<file path="src/rtl/rtc_cmd_parser_pkg.sv">
// Shared constants and helpers for the RTC UART command parser.
// Holds the command codes, payload lengths, default frame header, BCD limit
// constants, FSM state encoding and small lookup functions on the command byte.
package rtc_cmd_parser_pkg;

    localparam logic [7:0] HDR_BYTE_DEF = 8'h55;

    localparam logic [7:0] CMD_SET_TIME = 8'h01;
    localparam logic [7:0] CMD_SET_DATE = 8'h02;
    localparam logic [7:0] CMD_READ     = 8'h03;

    localparam logic [2:0] LEN_TIME = 3'd3;
    localparam logic [2:0] LEN_DATE = 3'd4;
    localparam logic [2:0] LEN_READ = 3'd0;

    // BCD field limits (values are BCD-coded bytes)
    localparam logic [3:0] BCD_DIGIT_MAX = 4'd9;
    localparam logic [7:0] HH_MAX = 8'h23;
    localparam logic [7:0] MS_MAX = 8'h59;
    localparam logic [7:0] YY_MAX = 8'h99;
    localparam logic [7:0] MO_MIN = 8'h01;
    localparam logic [7:0] MO_MAX = 8'h12;
    localparam logic [7:0] DD_MIN = 8'h01;
    localparam logic [7:0] DD_MAX = 8'h31;
    localparam logic [7:0] WK_MAX = 8'h06;

    typedef enum logic [2:0] {
        ST_IDLE,
        ST_CMD,
        ST_PAYLOAD,
        ST_CHK,
        ST_ISSUE
    } state_e;

    function automatic logic cmd_known(input logic [7:0] cmd);
        return (cmd == CMD_SET_TIME) || (cmd == CMD_SET_DATE) || (cmd == CMD_READ);
    endfunction

    function automatic logic [2:0] cmd_len(input logic [7:0] cmd);
        logic [2:0] len;
        len = LEN_READ;
        if (cmd == CMD_SET_TIME) len = LEN_TIME;
        if (cmd == CMD_SET_DATE) len = LEN_DATE;
        return len;
    endfunction

endpackage

</file>
<file path="src/rtl/bcd_range_chk.sv">
// Combinational BCD byte range checker.
// Ports:
//   val      in  8  BCD-coded byte under test
//   min_val  in  8  inclusive lower bound (BCD)
//   max_val  in  8  inclusive upper bound (BCD)
//   ok       out 1  both nibbles are decimal digits and min_val <= val <= max_val
module bcd_range_chk
    import rtc_cmd_parser_pkg::*;
(
    input  logic [7:0] val,
    input  logic [7:0] min_val,
    input  logic [7:0] max_val,
    output logic       ok
);

    // For well-formed BCD, binary ordering equals decimal ordering, so the
    // bounds can be compared directly once the digits are known to be legal.
    always_comb begin
        ok = (val[7:4] <= BCD_DIGIT_MAX) && (val[3:0] <= BCD_DIGIT_MAX) &&
             (val >= min_val) && (val <= max_val);
    end

endmodule

</file>
<file path="src/rtl/rtc_cmd_parser.sv">
// RTC command frame parser.
// Accepts UART frames {HDR_BYTE, CMD, payload, CHK} and turns good frames into
// single-cycle requests for an RTC I2C controller. CHK is the XOR of CMD and
// all payload bytes; payload fields are range-checked as BCD before issue.
// Ports:
//   clk         in  1   system clock
//   rstn        in  1   asynchronous active-low reset
//   rx_data     in  8   received byte, valid with rx_done
//   rx_done     in  1   one-cycle strobe per received byte
//   ctrl_busy   in  1   controller busy; requests are held off while high
//   wr_time_en  out 1   one-cycle request to write time_wdata
//   wr_date_en  out 1   one-cycle request to write date_wdata
//   rd_en       out 1   one-cycle request to read time and date
//   time_wdata  out 24  BCD {hh,mm,ss}
//   date_wdata  out 32  BCD {yy,mo,dd,wk}
//   frame_err   out 1   one-cycle pulse on a rejected frame
module rtc_cmd_parser
    import rtc_cmd_parser_pkg::*;
#(
    parameter int unsigned TIMEOUT_CYC = 5_000_000,
    parameter logic [7:0]  HDR_BYTE    = HDR_BYTE_DEF
) (
    input  logic        clk,
    input  logic        rstn,
    input  logic [7:0]  rx_data,
    input  logic        rx_done,
    input  logic        ctrl_busy,
    output logic        wr_time_en,
    output logic        wr_date_en,
    output logic        rd_en,
    output logic [23:0] time_wdata,
    output logic [31:0] date_wdata,
    output logic        frame_err
);

    localparam int unsigned CNT_W = $clog2(TIMEOUT_CYC + 1);
    localparam logic [CNT_W-1:0] TMO_LAST = CNT_W'(TIMEOUT_CYC - 1);

    state_e            state_q, state_d;
    logic [7:0]        cmd_q, cmd_d;
    logic [7:0]        chk_acc_q, chk_acc_d;
    logic [7:0]        chk_byte_q, chk_byte_d;
    logic              chk_got_q, chk_got_d;
    logic [2:0]        pay_cnt_q, pay_cnt_d;
    logic [31:0]       staging_q, staging_d;
    logic [CNT_W-1:0]  tmo_cnt_q, tmo_cnt_d;
    logic              frame_err_q, frame_err_d;
    logic [23:0]       time_wdata_q, time_wdata_d;
    logic [31:0]       date_wdata_q, date_wdata_d;

    logic              tmo_expired;
    logic              frame_good;
    logic [3:0]        lane_ok;
    logic [3:0][7:0]   lane_min, lane_max;

    // ------------------------------------------------------------------
    // Payload range checking: one checker per staging byte, bounds chosen
    // by the command. Unused lanes are bounded 00..00; staging is cleared
    // at frame start so a short (time) payload leaves lane 3 at zero.
    // ------------------------------------------------------------------
    always_comb begin
        lane_min = '0;
        lane_max = '0;
        if (cmd_q == CMD_SET_TIME) begin
            lane_max[2] = HH_MAX;
            lane_max[1] = MS_MAX;
            lane_max[0] = MS_MAX;
        end else if (cmd_q == CMD_SET_DATE) begin
            lane_max[3] = YY_MAX;
            lane_min[2] = MO_MIN;
            lane_max[2] = MO_MAX;
            lane_min[1] = DD_MIN;
            lane_max[1] = DD_MAX;
            lane_max[0] = WK_MAX;
        end
    end

    for (genvar i = 0; i < 4; i++) begin : g_lane
        bcd_range_chk u_chk (
            .val     (staging_q[8*i +: 8]),
            .min_val (lane_min[i]),
            .max_val (lane_max[i]),
            .ok      (lane_ok[i])
        );
    end

    // Checksum byte and payload are both registered, so the verdict is
    // formed one cycle after the CHK byte arrives.
    assign frame_good  = (chk_byte_q == chk_acc_q) &&
                         ((cmd_q == CMD_READ) || (&lane_ok));
    assign tmo_expired = (tmo_cnt_q == TMO_LAST);

    // ------------------------------------------------------------------
    // State register
    // ------------------------------------------------------------------
    always_ff @(posedge clk or negedge rstn) begin
        if (!rstn) begin
            state_q      <= ST_IDLE;
            cmd_q        <= '0;
            chk_acc_q    <= '0;
            chk_byte_q   <= '0;
            chk_got_q    <= 1'b0;
            pay_cnt_q    <= '0;
            staging_q    <= '0;
            tmo_cnt_q    <= '0;
            frame_err_q  <= 1'b0;
            time_wdata_q <= 24'h000000;
            date_wdata_q <= 32'h00010100;
        end else begin
            state_q      <= state_d;
            cmd_q        <= cmd_d;
            chk_acc_q    <= chk_acc_d;
            chk_byte_q   <= chk_byte_d;
            chk_got_q    <= chk_got_d;
            pay_cnt_q    <= pay_cnt_d;
            staging_q    <= staging_d;
            tmo_cnt_q    <= tmo_cnt_d;
            frame_err_q  <= frame_err_d;
            time_wdata_q <= time_wdata_d;
            date_wdata_q <= date_wdata_d;
        end
    end

    // ------------------------------------------------------------------
    // Next-state / datapath
    // ------------------------------------------------------------------
    always_comb begin
        state_d      = state_q;
        cmd_d        = cmd_q;
        chk_acc_d    = chk_acc_q;
        chk_byte_d   = chk_byte_q;
        chk_got_d    = chk_got_q;
        pay_cnt_d    = pay_cnt_q;
        staging_d    = staging_q;
        tmo_cnt_d    = '0;
        frame_err_d  = 1'b0;
        time_wdata_d = time_wdata_q;
        date_wdata_d = date_wdata_q;

        unique case (state_q)
            ST_IDLE: begin
                // Anything but the header is silently discarded here.
                if (rx_done && (rx_data == HDR_BYTE)) state_d = ST_CMD;
            end

            ST_CMD: begin
                if (rx_done) begin
                    cmd_d     = rx_data;
                    chk_acc_d = rx_data;
                    staging_d = '0;
                    pay_cnt_d = '0;
                    chk_got_d = 1'b0;
                    if (!cmd_known(rx_data)) begin
                        frame_err_d = 1'b1;
                        state_d     = ST_IDLE;
                    end else if (cmd_len(rx_data) == 3'd0) begin
                        state_d = ST_CHK;
                    end else begin
                        state_d = ST_PAYLOAD;
                    end
                end else if (tmo_expired) begin
                    frame_err_d = 1'b1;
                    state_d     = ST_IDLE;
                end else begin
                    tmo_cnt_d = tmo_cnt_q + CNT_W'(1);
                end
            end

            ST_PAYLOAD: begin
                if (rx_done) begin
                    staging_d = {staging_q[23:0], rx_data};
                    chk_acc_d = chk_acc_q ^ rx_data;
                    if (pay_cnt_q == cmd_len(cmd_q) - 3'd1) begin
                        pay_cnt_d = '0;
                        state_d   = ST_CHK;
                    end else begin
                        pay_cnt_d = pay_cnt_q + 3'd1;
                    end
                end else if (tmo_expired) begin
                    frame_err_d = 1'b1;
                    state_d     = ST_IDLE;
                end else begin
                    tmo_cnt_d = tmo_cnt_q + CNT_W'(1);
                end
            end

            ST_CHK: begin
                if (chk_got_q) begin
                    // Verdict cycle: bytes arriving now are dropped.
                    chk_got_d = 1'b0;
                    if (frame_good) begin
                        state_d = ST_ISSUE;
                        if (cmd_q == CMD_SET_TIME) time_wdata_d = staging_q[23:0];
                        if (cmd_q == CMD_SET_DATE) date_wdata_d = staging_q;
                    end else begin
                        frame_err_d = 1'b1;
                        state_d     = ST_IDLE;
                    end
                end else if (rx_done) begin
                    chk_byte_d = rx_data;
                    chk_got_d  = 1'b1;
                end else if (tmo_expired) begin
                    frame_err_d = 1'b1;
                    state_d     = ST_IDLE;
                end else begin
                    tmo_cnt_d = tmo_cnt_q + CNT_W'(1);
                end
            end

            ST_ISSUE: begin
                // Unbounded wait on the controller; rx bytes are ignored.
                if (!ctrl_busy) state_d = ST_IDLE;
            end

            default: state_d = ST_IDLE;
        endcase
    end

    // ------------------------------------------------------------------
    // Outputs: the request fires in the very cycle busy is seen low.
    // ------------------------------------------------------------------
    always_comb begin
        wr_time_en = 1'b0;
        wr_date_en = 1'b0;
        rd_en      = 1'b0;
        if ((state_q == ST_ISSUE) && !ctrl_busy) begin
            if (cmd_q == CMD_SET_TIME)      wr_time_en = 1'b1;
            else if (cmd_q == CMD_SET_DATE) wr_date_en = 1'b1;
            else                            rd_en      = 1'b1;
        end
    end

    assign frame_err  = frame_err_q;
    assign time_wdata = time_wdata_q;
    assign date_wdata = date_wdata_q;

endmodule

</file>
<file path="config.mk">
export PLATFORM = sky130hd
export DESIGN_NAME = rtc_cmd_parser
export DESIGN_NICKNAME = d
export VERILOG_FILES = /design/src/rtl/rtc_cmd_parser_pkg.sv /design/src/rtl/bcd_range_chk.sv /design/src/rtl/rtc_cmd_parser.sv
export SDC_FILE = /design/constraint.sdc
export NUM_CORES = 1
export LEC_CHECK = 0
export ABC_CLOCK_PERIOD_IN_PS = 6700
export CAP_MARGIN = 40
export CORE_MARGIN = 5
export CORE_UTILIZATION = 45
export CTS_CLUSTER_DIAMETER = 200
export DETAILED_ROUTE_END_ITERATION = 16
export PLACE_DENSITY = 0.7
export SYNTH_ARGS = -nofsm -noshare
export SYNTH_HDL_FRONTEND = slang
export SYNTH_HIERARCHICAL = 1
export SYNTH_SLANG_ARGS = --single-unit
</file>
<file path="constraint.sdc">
create_clock -name clk -period 6.7 [get_ports clk]
set_input_delay 2.01 -clock clk [delete_from_list [all_inputs] [get_ports clk]]
set_output_delay 2.01 -clock clk [all_outputs]
set_load 0.02 [all_outputs]
</file>
Word-level counts from Yosys, hierarchy flattened
Cells that the tools add are included.
{"block": "classes", "n_addsub": 3, "order_cmp": 16, "n_eq_ne": 20, "muxes": 59, "bitwise_logic": 2, "n_reduce_logical": 32}
{"op": "two-way mux 32 bit", "n": 3}
{"op": "two-way mux 23 bit", "n": 3}
{"op": "one-hot mux 32 bit (2 select lines)", "n": 1}
{"op": "two-way mux 3 bit", "n": 19}
{"op": "one-hot mux 23 bit (2 select lines)", "n": 1}
{"op": "== test 8 x 2 -> 1 bit (second input constant)", "n": 4}
{"op": "<= comparator 4 bit (second input constant)", "n": 8}
{"op": "<= comparator 8 bit", "n": 4}
{"op": "two-way mux 24 bit", "n": 1}
{"op": "two-way mux 8 bit", "n": 3}
{"op": "adder 23 x 1 -> 23 bit (second input constant)", "n": 1}
{"op": "== test 23 bit (second input constant)", "n": 1}
{"op": "two-way mux 1 bit", "n": 18}
{"op": "== test 8 x 1 -> 1 bit (second input constant)", "n": 2}
{"op": ">= comparator 8 x 1 -> 1 bit (second input constant)", "n": 2}
{"op": ">= comparator 8 bit", "n": 2}
{"op": "two-way mux 16 bit", "n": 1}
{"op": "one-hot mux 8 bit (2 select lines)", "n": 1}
{"op": "AND reduction 4 bit", "n": 4}
{"op": "logical AND 1 bit", "n": 15}
{"op": "one-hot mux 3 bit (5 select lines)", "n": 1}
{"op": "two-way mux 9 bit", "n": 1}
{"op": "== test 8 x 7 -> 1 bit (second input constant)", "n": 1}
{"op": "== test 8 bit", "n": 1}
{"op": "21 further kinds", "n": 34}
{"block": "totals", "register_bits": 143, "input_bits": 12, "out_inout_bits": 60, "wordCells": 143}

Longest topological paths before layout
Gate-level depths: netlist (run 1).
{"block": "depth", "word_depth": 12, "mapped_depth": 15, "mapped_depth_nobuf": 14}

Modules after synthesis
Netlist (run 1), hierarchy kept.
{"mod": "rtc_cmd_parser", "instances": 1, "cells_per_inst": 506, "area_each_um2": 6312.3, "seq_area_each_um2": 3580.9}
{"mod": "bcd_range_chk", "instances": 4, "cells_per_inst": 59, "area_each_um2": 454.2, "seq_area_each_um2": 0.0}

Least setup slack after synthesis (run 1)
OpenSTA, ideal clock, no wires.
{"block": "synth_timing", "kind": "input to output", "from": "input port ctrl_busy", "to": "output port wr_date_en", "t_arrival_ps": 2863, "t_required_ps": 4690, "slack_ps": 1827, "path_stages": 3, "n_path_buf": 0, "cell_sequence": "nor2b_1 -> nand2_1 -> nor4_1"}
{"block": "synth_between", "elab_chain_len": 3}
{"element": "start, declared", "line": "rtc_cmd_parser.sv:27", "source": "input logic ctrl_busy,"}
{"element": "zero test 1 bit", "line": "rtc_cmd_parser.sv:226", "source": "if ((state_q == ST_ISSUE) && !ctrl_busy) begin"}
{"element": "logical AND 1 bit", "line": "rtc_cmd_parser.sv:226"}
{"element": "two-way mux 1 bit", "line": "rtc_cmd_parser.sv:226"}
{"element": "end, declared", "line": "rtc_cmd_parser.sv:29", "source": "output logic wr_date_en,"}
Every way passes these cells.

Worst setup path in the final report (run 1)
Same ends and word-level chain as after synthesis.

==> flow_summary_export.csv, run 1 <==
group,metric,value,unit
global_route,grt_max_degree,75,
pwr,p_int,1.777,mW
run_status,status,"complete, no violations",
clock_tree,hold_buffers,0,
clock_tree,ctsResizeCount,0,
routing,routed_wl,17420,µm
yosys,synth_edf_count,0,
setup_path,critical_path.slowest_cell,"clkdlybuf4s50_1",
yosys,synth-async-reset-ratio,100.0,%
yosys,avgSynthCellArea,10.96,µm²
setup_path,cp-end-kind,"primary output",
clock_tree,cts_tree,"built",
yosys,netlist_area,0.008129,mm²
clock_tree,htree_levels,4,
setup_path,crit_type,"input port to primary output",
routing,routedWlPerCell,15.87,µm
floorplanning,num_io_pins,72,
floorplanning,start_util,45.41,%
job,cap_violations,0,
yosys,synth.top_cells.by_area,"dfrtp_1, ha_1, mux2_4",
placed_design,dp_cells,1066,
finish,syn2layout_area_growth,22.56,%
yosys,seq_area_frac_synth,44.05,%
finish,nNetsFinal,934,
global_route,grt_first_pass_wirelength,29680,µm
clock_tree,cts_buffer_depth,2,
pwr,pwr-share-seq,41.1,%
floorplanning,dieArea,0.02085,mm²
timing,slew_violations,0,
routing,drtAntennaViolNets,0,
timing,finalClockSkew,9.771,ps
clock_tree,root_buffer,"clkbuf_16",
routing,drtIter0Drc,269,
timing,max_freq,176.7,MHz
floorplanning,die_x,144.4,µm
pwr,switching_share,22.94,%
timing,fin_crit_sh,84.46,%
global_route,antenna_found_initial,0,
clock_tree,numCtsBuffers,17,
pwr,power_frac_clock,49.9,%
timing,setup_viol,0,
yosys,synth_top_area_share,43.40,%
routing,vias_per_cell,5.226,
placed_design,post-dp-hpwl,12010,µm
pwr,vdd_drop_max,0.0001942,V
timing,layout_min_cycle_time,5659,ps
pwr,p_sw,0.5290,mW
finish,instances_no_fill,1098,
routing,vias,5738,
setup_path,required,4690,ps
placed_design,dp_slack,1025,ps
global_route,grt_pass1_vias,5832,
yosys,synthFlopType,"dfrtp_1",
timing,finalHoldWorstSlack,475.4,ps
finish,diodes,0,
clock_tree,cts_setup_buffers,0,
clock_tree,cts.clk_slew.worst_paths,50,ps
setup_path,crit_top_cell,"clkdlybuf4s50_1",
timing,worst_pin_slew,867.1,ps
pwr,p_leak,4.658,nW
yosys,yosys.area.top_type,"dfrtp_1",
routing,drc,0,
yosys,ys_warn_count,6,
global_route,grt_usage,17.95,%
placed_design,port_buffers,71,
floorplanning,die_height,144.4,µm
floorplanning,core_area,0.01790,mm²
placed_design,place.gp.congestion,0.8220,
yosys,syn_inst,742,
floorplanning,row_count,49,
clock_tree,clkLatencyLatePin,420,ps
timing,slew_headroom,41.75,%
timing,hold_viol,0,
finish,fillers,1528,
global_route,grt-ovfl-total,0,
yosys,ys_seq_elements,143,
pwr,power_density,231.5,mW/mm²
min_path,hold_class,"register to register",
pwr,combPwrFrac,9.0,%
clock_tree,clkSinkCount,143,
timing,totalNegativeSetupSlack,0,ps
yosys,ys_types,53,
setup_path,slowest_delay,650,ps
finish,final_layout_size_suffix_gt1_share,15.65,%
setup_path,crit_path_max_fanout,3,
pwr,finalPower,2.306,mW
setup_path,crit_chain,"clkdlybuf4s50_1 -> nor2b_1 -> nand2_1 -> nor4_1 -> clkdlybuf4s50_1",
setup_path,arrival,3650,ps
routing,dr.pass1.iters,4,
timing,worst_slack,1041,ps
timing,grt_setup_unrepaired,"false",
setup_path,cp-start-kind,"input port",
area by class of cell:
cell class	count	area [µm²]	share of cell area, %
tap	229	286.5	2.876
inverter	68	255.2	2.562
clock inverter	11	259.0	2.600
clock buffer	21	460.4	4.621
multi-input combinational	548	4329	43.45
timing repair buffer	78	792.0	7.949
sequential	143	3581	35.94
metal layers:
metal / part of all wire (%) / GRT usage, %
met5: 0 / 0
met4: 1.3 / 5.449
met3: 5.1 / 4.134
met2: 49 / 29.68
met1: 45 / 23.57
cell usage after synthesis, types with 5 or more instances:
cell       number
xor2_1         16
mux2_2         14
nand2b_1       11
nor2_1         46
xnor2_1        14
clkbuf_1       19
nand3_1        24
ha_1           66
mux2_4         50
a21oi_1        33
nor2b_1         8
a22o_1         32
dfrtp_1       141
inv_1          68
a2111oi_4       5
nand2_1        61
nor3_1         16
o21ai_0        30
and3_1          6
nand4_1        13
buf_6           5
power groups by stage:
stage          logic (mW)  registers [mW]  clock network (mW)
4_1_cts             0.210           0.947                1.17
3_3_place_gp        0.200           0.960                   0
3_5_place_dp        0.209           0.962                   0
2_1_floorplan       0.148           0.949                   0
5_1_grt             0.239           0.952                1.21
6_report            0.208           0.947                1.15
cells by family (layout without fill, tap and decap cells):
group | after synthesis | after routing | synth area share, %
buf+inv | 93 | 178 | 4.756
compound gates | 135 | 135 | 12.84
other cells | 1 | 43 | 0.04613
simple gates | 210 | 210 | 13.75
xor+xnor | 30 | 30 | 3.232
flops | 143 | 143 | 44.05
fa+ha+maj | 66 | 66 | 10.16
mux | 64 | 64 | 11.17
cells in the final DEF, fill, tap and decap left out, drive strengths merged, types with 4 or more instances in the layout:
cell type        n
a2111oi          9
conb            43
inv             68
a21oi           33
nor2b            8
nand4           13
dfrtp          141
xor2            16
a21o             6
mux2            64
buf              8
o21ai           30
nand2b          15
nor4             9
and3             6
bufinv           8
nor3            20
clkbuf          21
xnor2           14
nor2            46
nand2           61
a22o            32
nand3           26
a211oi           4
o2bb2ai          4
clkdlybuf4s50   70
ha              66
metrics by stage:
step           utilization [%]  area [µm²]
2_1_floorplan                -        8287
3_3_place_gp             51.40        9201
3_5_place_dp             51.64        9244
4_1_cts                  55.65        9963
5_1_grt                  55.65        9963
6_report                 55.65        9963
worst max-delay path: cells and delay by family:
family | cells | cell delay [ps]
buffers and inverters | 2 | 1090
and+or+nand+nor | 3 | 550
flip-flops by register name, summed over array words and instances (netlist names):
register,cells
date_wdata,32
staging_q,32
time_wdata,24
tmo_cnt_q,23
chk_acc_q,8
chk_byte_q,8
cmd_q,8
pay_cnt_q,3
state_q,3
chk_got_q,1
frame_err,1
path summary, 6_finish.rpt:
check                           from             end  slack, ps  depth (start not counted)
setup / recovery           ctrl_busy      wr_date_en       1040                          5
hold / removal              cmd_q[6]        cmd_q[6]        480                          2
setup reg to reg            cmd_q[3]  date_wdata[17]       1650                         14
hold reg to reg             cmd_q[6]        cmd_q[6]        480                          2
max in group asynchronous       rstn    chk_acc_q[1]       4040                          3
min in group asynchronous       rstn  time_wdata[14]       1440                          1
Power figures use the tool's default switching activity.
==> inputs of run 2 (changes only) <==
- ABC_CLOCK_PERIOD_IN_PS: 6700 -> 5000
- PLACE_DENSITY: 0.7 -> 0.72
- clock period: 6.7 -> 5 ns (I/O delays scaled with it)
==> run 2 against run 1 <==
  * Via count hardly changed
  * Critical path type unchanged
  * Register-to-register slack got worse by 1200 ps
  * Critical endpoint unchanged
  * Die area unchanged
  * Clock skew is essentially flat
  * Sequential power increased by 33%
  * Total power increased by 31%
  * Clock power up 28%
  * Largest cell class unchanged
==> flow_summary_export.csv, run 2 (synthesized netlist as in run 1, its figures left out) <==
group,metric,value,unit
run_status,status,"complete, no violations",
job,cap_violations,0,
global_route,grt_usage,18.08,%
pwr,power_density,302.6,mW/mm²
floorplanning,die_x,144.4,µm
timing,setup_viol,0,
clock_tree,hold_buffers,0,
timing,totalNegativeSetupSlack,0,ps
global_route,grt_busiest_layer,"met2",
global_route,grt_first_pass_wirelength,29730,µm
floorplanning,dieArea,0.02085,mm²
clock_tree,cts_tree,"built",
timing,grt_setup_unrepaired,"false",
finish,mostFrequentLayoutCells,"dfrtp_1, clkdlybuf4s50_1, inv_1",
setup_path,arrival,3120,ps
global_route,grt_pass1_vias,5842,
clock_tree,ctsResizeCount,0,
routing,drc,0,
placed_design,post-dp-hpwl,12270,µm
setup_path,cp-start-kind,"input port",
floorplanning,start_util,45.41,%
global_route,antenna_found_initial,0,
timing,layout_min_cycle_time,4622,ps
clock_tree,clkLatencyLatePin,420,ps
routing,vias,5735,
placed_design,port_buffers,71,
finish,stdcell_area,0.009966,mm²
timing,finalClockSkew,10.25,ps
finish,final_layout_size_suffix_gt1_share,16.17,%
clock_tree,root_buffer,"clkbuf_16",
timing,fin_crit_sh,92.44,%
global_route,grt_use_met2,29.63,%
setup_path,crit_path_max_fanout,3,
setup_path,crit_type,"input port to primary output",
clock_tree,clkSinkCount,143,
pwr,p_leak,4.653,nW
clock_tree,cts_setup_buffers,0,
routing,dr.pass1.iters,4,
global_route,met3_usage,4.630,%
clock_tree,htree_levels,4,
timing,hold_viol,0,
routing,drtAntennaViolNets,0,
placed_design,dpl_cell_area,0.009279,mm²
finish,nNetsFinal,937,
finish,diodes,0,
finish,final_common_cell,"dfrtp_1",
pwr,vdd_drop_max,0.0002672,V
floorplanning,row_count,49,
floorplanning,num_io_pins,72,
floorplanning,core_area,0.01790,mm²
global_route,grt-ovfl-total,0,
clock_tree,cts.clk_slew.worst_paths,60,ps
floorplanning,die_height,144.4,µm
timing,max_freq,216.4,MHz
global_route,met1_usage,23.69,%
min_path,hold_class,"register to register",
timing,slew_violations,0,
placed_design,place.gp.congestion,0.8445,
global_route,grt_max_degree,79,
finish,syn2layout_area_growth,22.60,%
routing,routedWlPerCell,15.87,µm
timing,slew_headroom,39.30,%
clock_tree,numCtsBuffers,17,
clock_tree,cts_buffer_depth,2,
routing,drtIter0Drc,296,
routing,vias_per_cell,5.209,
setup_path,required,3500,ps
routing,routed_wl,17470,µm
timing,worst_pin_slew,903.5,ps
setup_path,cp-end-kind,"primary output",
==> run 2: cell count changes in the layout (fill, tap and decap cells not counted), sizes merged <==
cell,delta
inv,+1
clkinvlp,+3
buf,+3
bufinv,-2
clkbuf,-2
==> run 2: metrics by stage <==
step	instances	setup slack, ps	power [mW]	util (%)	hold WS (ps)
2_1_floorplan	784	813.1	1.470	-	446.4
5_1_grt	1101	107.5	3.154	55.67	494.0
4_1_cts	1101	343.4	3.046	55.67	479.4
3_5_place_dp	1069	343.4	1.567	51.83	464.6
6_report	1101	378.1	3.016	55.67	481.4
3_3_place_gp	1067	362.1	1.551	51.59	462.8
==> run 2: path summary, 6_finish.rpt <==
check / start / depth (start not counted) / slack, ps / end
min: cmd_q[6] / 2 / 480 / cmd_q[6]
min reg2reg: cmd_q[6] / 2 / 480 / cmd_q[6]
max: ctrl_busy / 5 / 380 / wr_date_en
max reg2reg: cmd_q[3] / 15 / 460 / time_wdata[8]
max in group asynchronous: rstn / 3 / 3040 / chk_acc_q[2]
min in group asynchronous: rstn / 1 / 960 / time_wdata[12]
==> run 2: where the power goes <==
| group | leakage, nW | internal [mW] | total (mW) | switching, mW |
|---|---|---|---|---|
| Clock | 0.326 | 0.964 | 1.47 | 0.507 |
| Combinational | 2.36 | 0.112 | 0.280 | 0.168 |
| Sequential | 1.97 | 1.21 | 1.26 | 0.0576 |
| Total | 4.65 | 2.28 | 3.02 | 0.732 |
==> run 2: routing by layer <==
| metal | wire length [µm] | vias to the layer above |
|---|---|---|
| li1 | - | 2811 |
| met1 | 7870 | 2781 |
| met2 | 8526 | 120 |
| met3 | 850 | 23 |
| met4 | 225 | 0 |
| met5 | 0 | - |
==> run 2: worst max-delay path, cell delays in order <==
cell and delay [ps]:
clkdlybuf4s50_1 440, nor2b_1 160, nand2_1 160, nor4_1 210
clkdlybuf4s50_1 650
==> run 2: cell type report <==
class / instances / area, µm²
clock inverters: 13 / 234.0
clock buffers: 19 / 452.9
inverters: 68 / 255.2
repair buffers: 81 / 827.0
flip-flops and latches: 143 / 3581
well taps: 229 / 286.5
fillers: 1534 / 7936
multi-input cells: 548 / 4329
==> inputs of run 3 (changes only) <==
- SKIP_CTS_REPAIR_TIMING: not set -> 1
==> results of run 3 <==
Same layout as run 2: the final DEF is identical, and so are final timing and power.
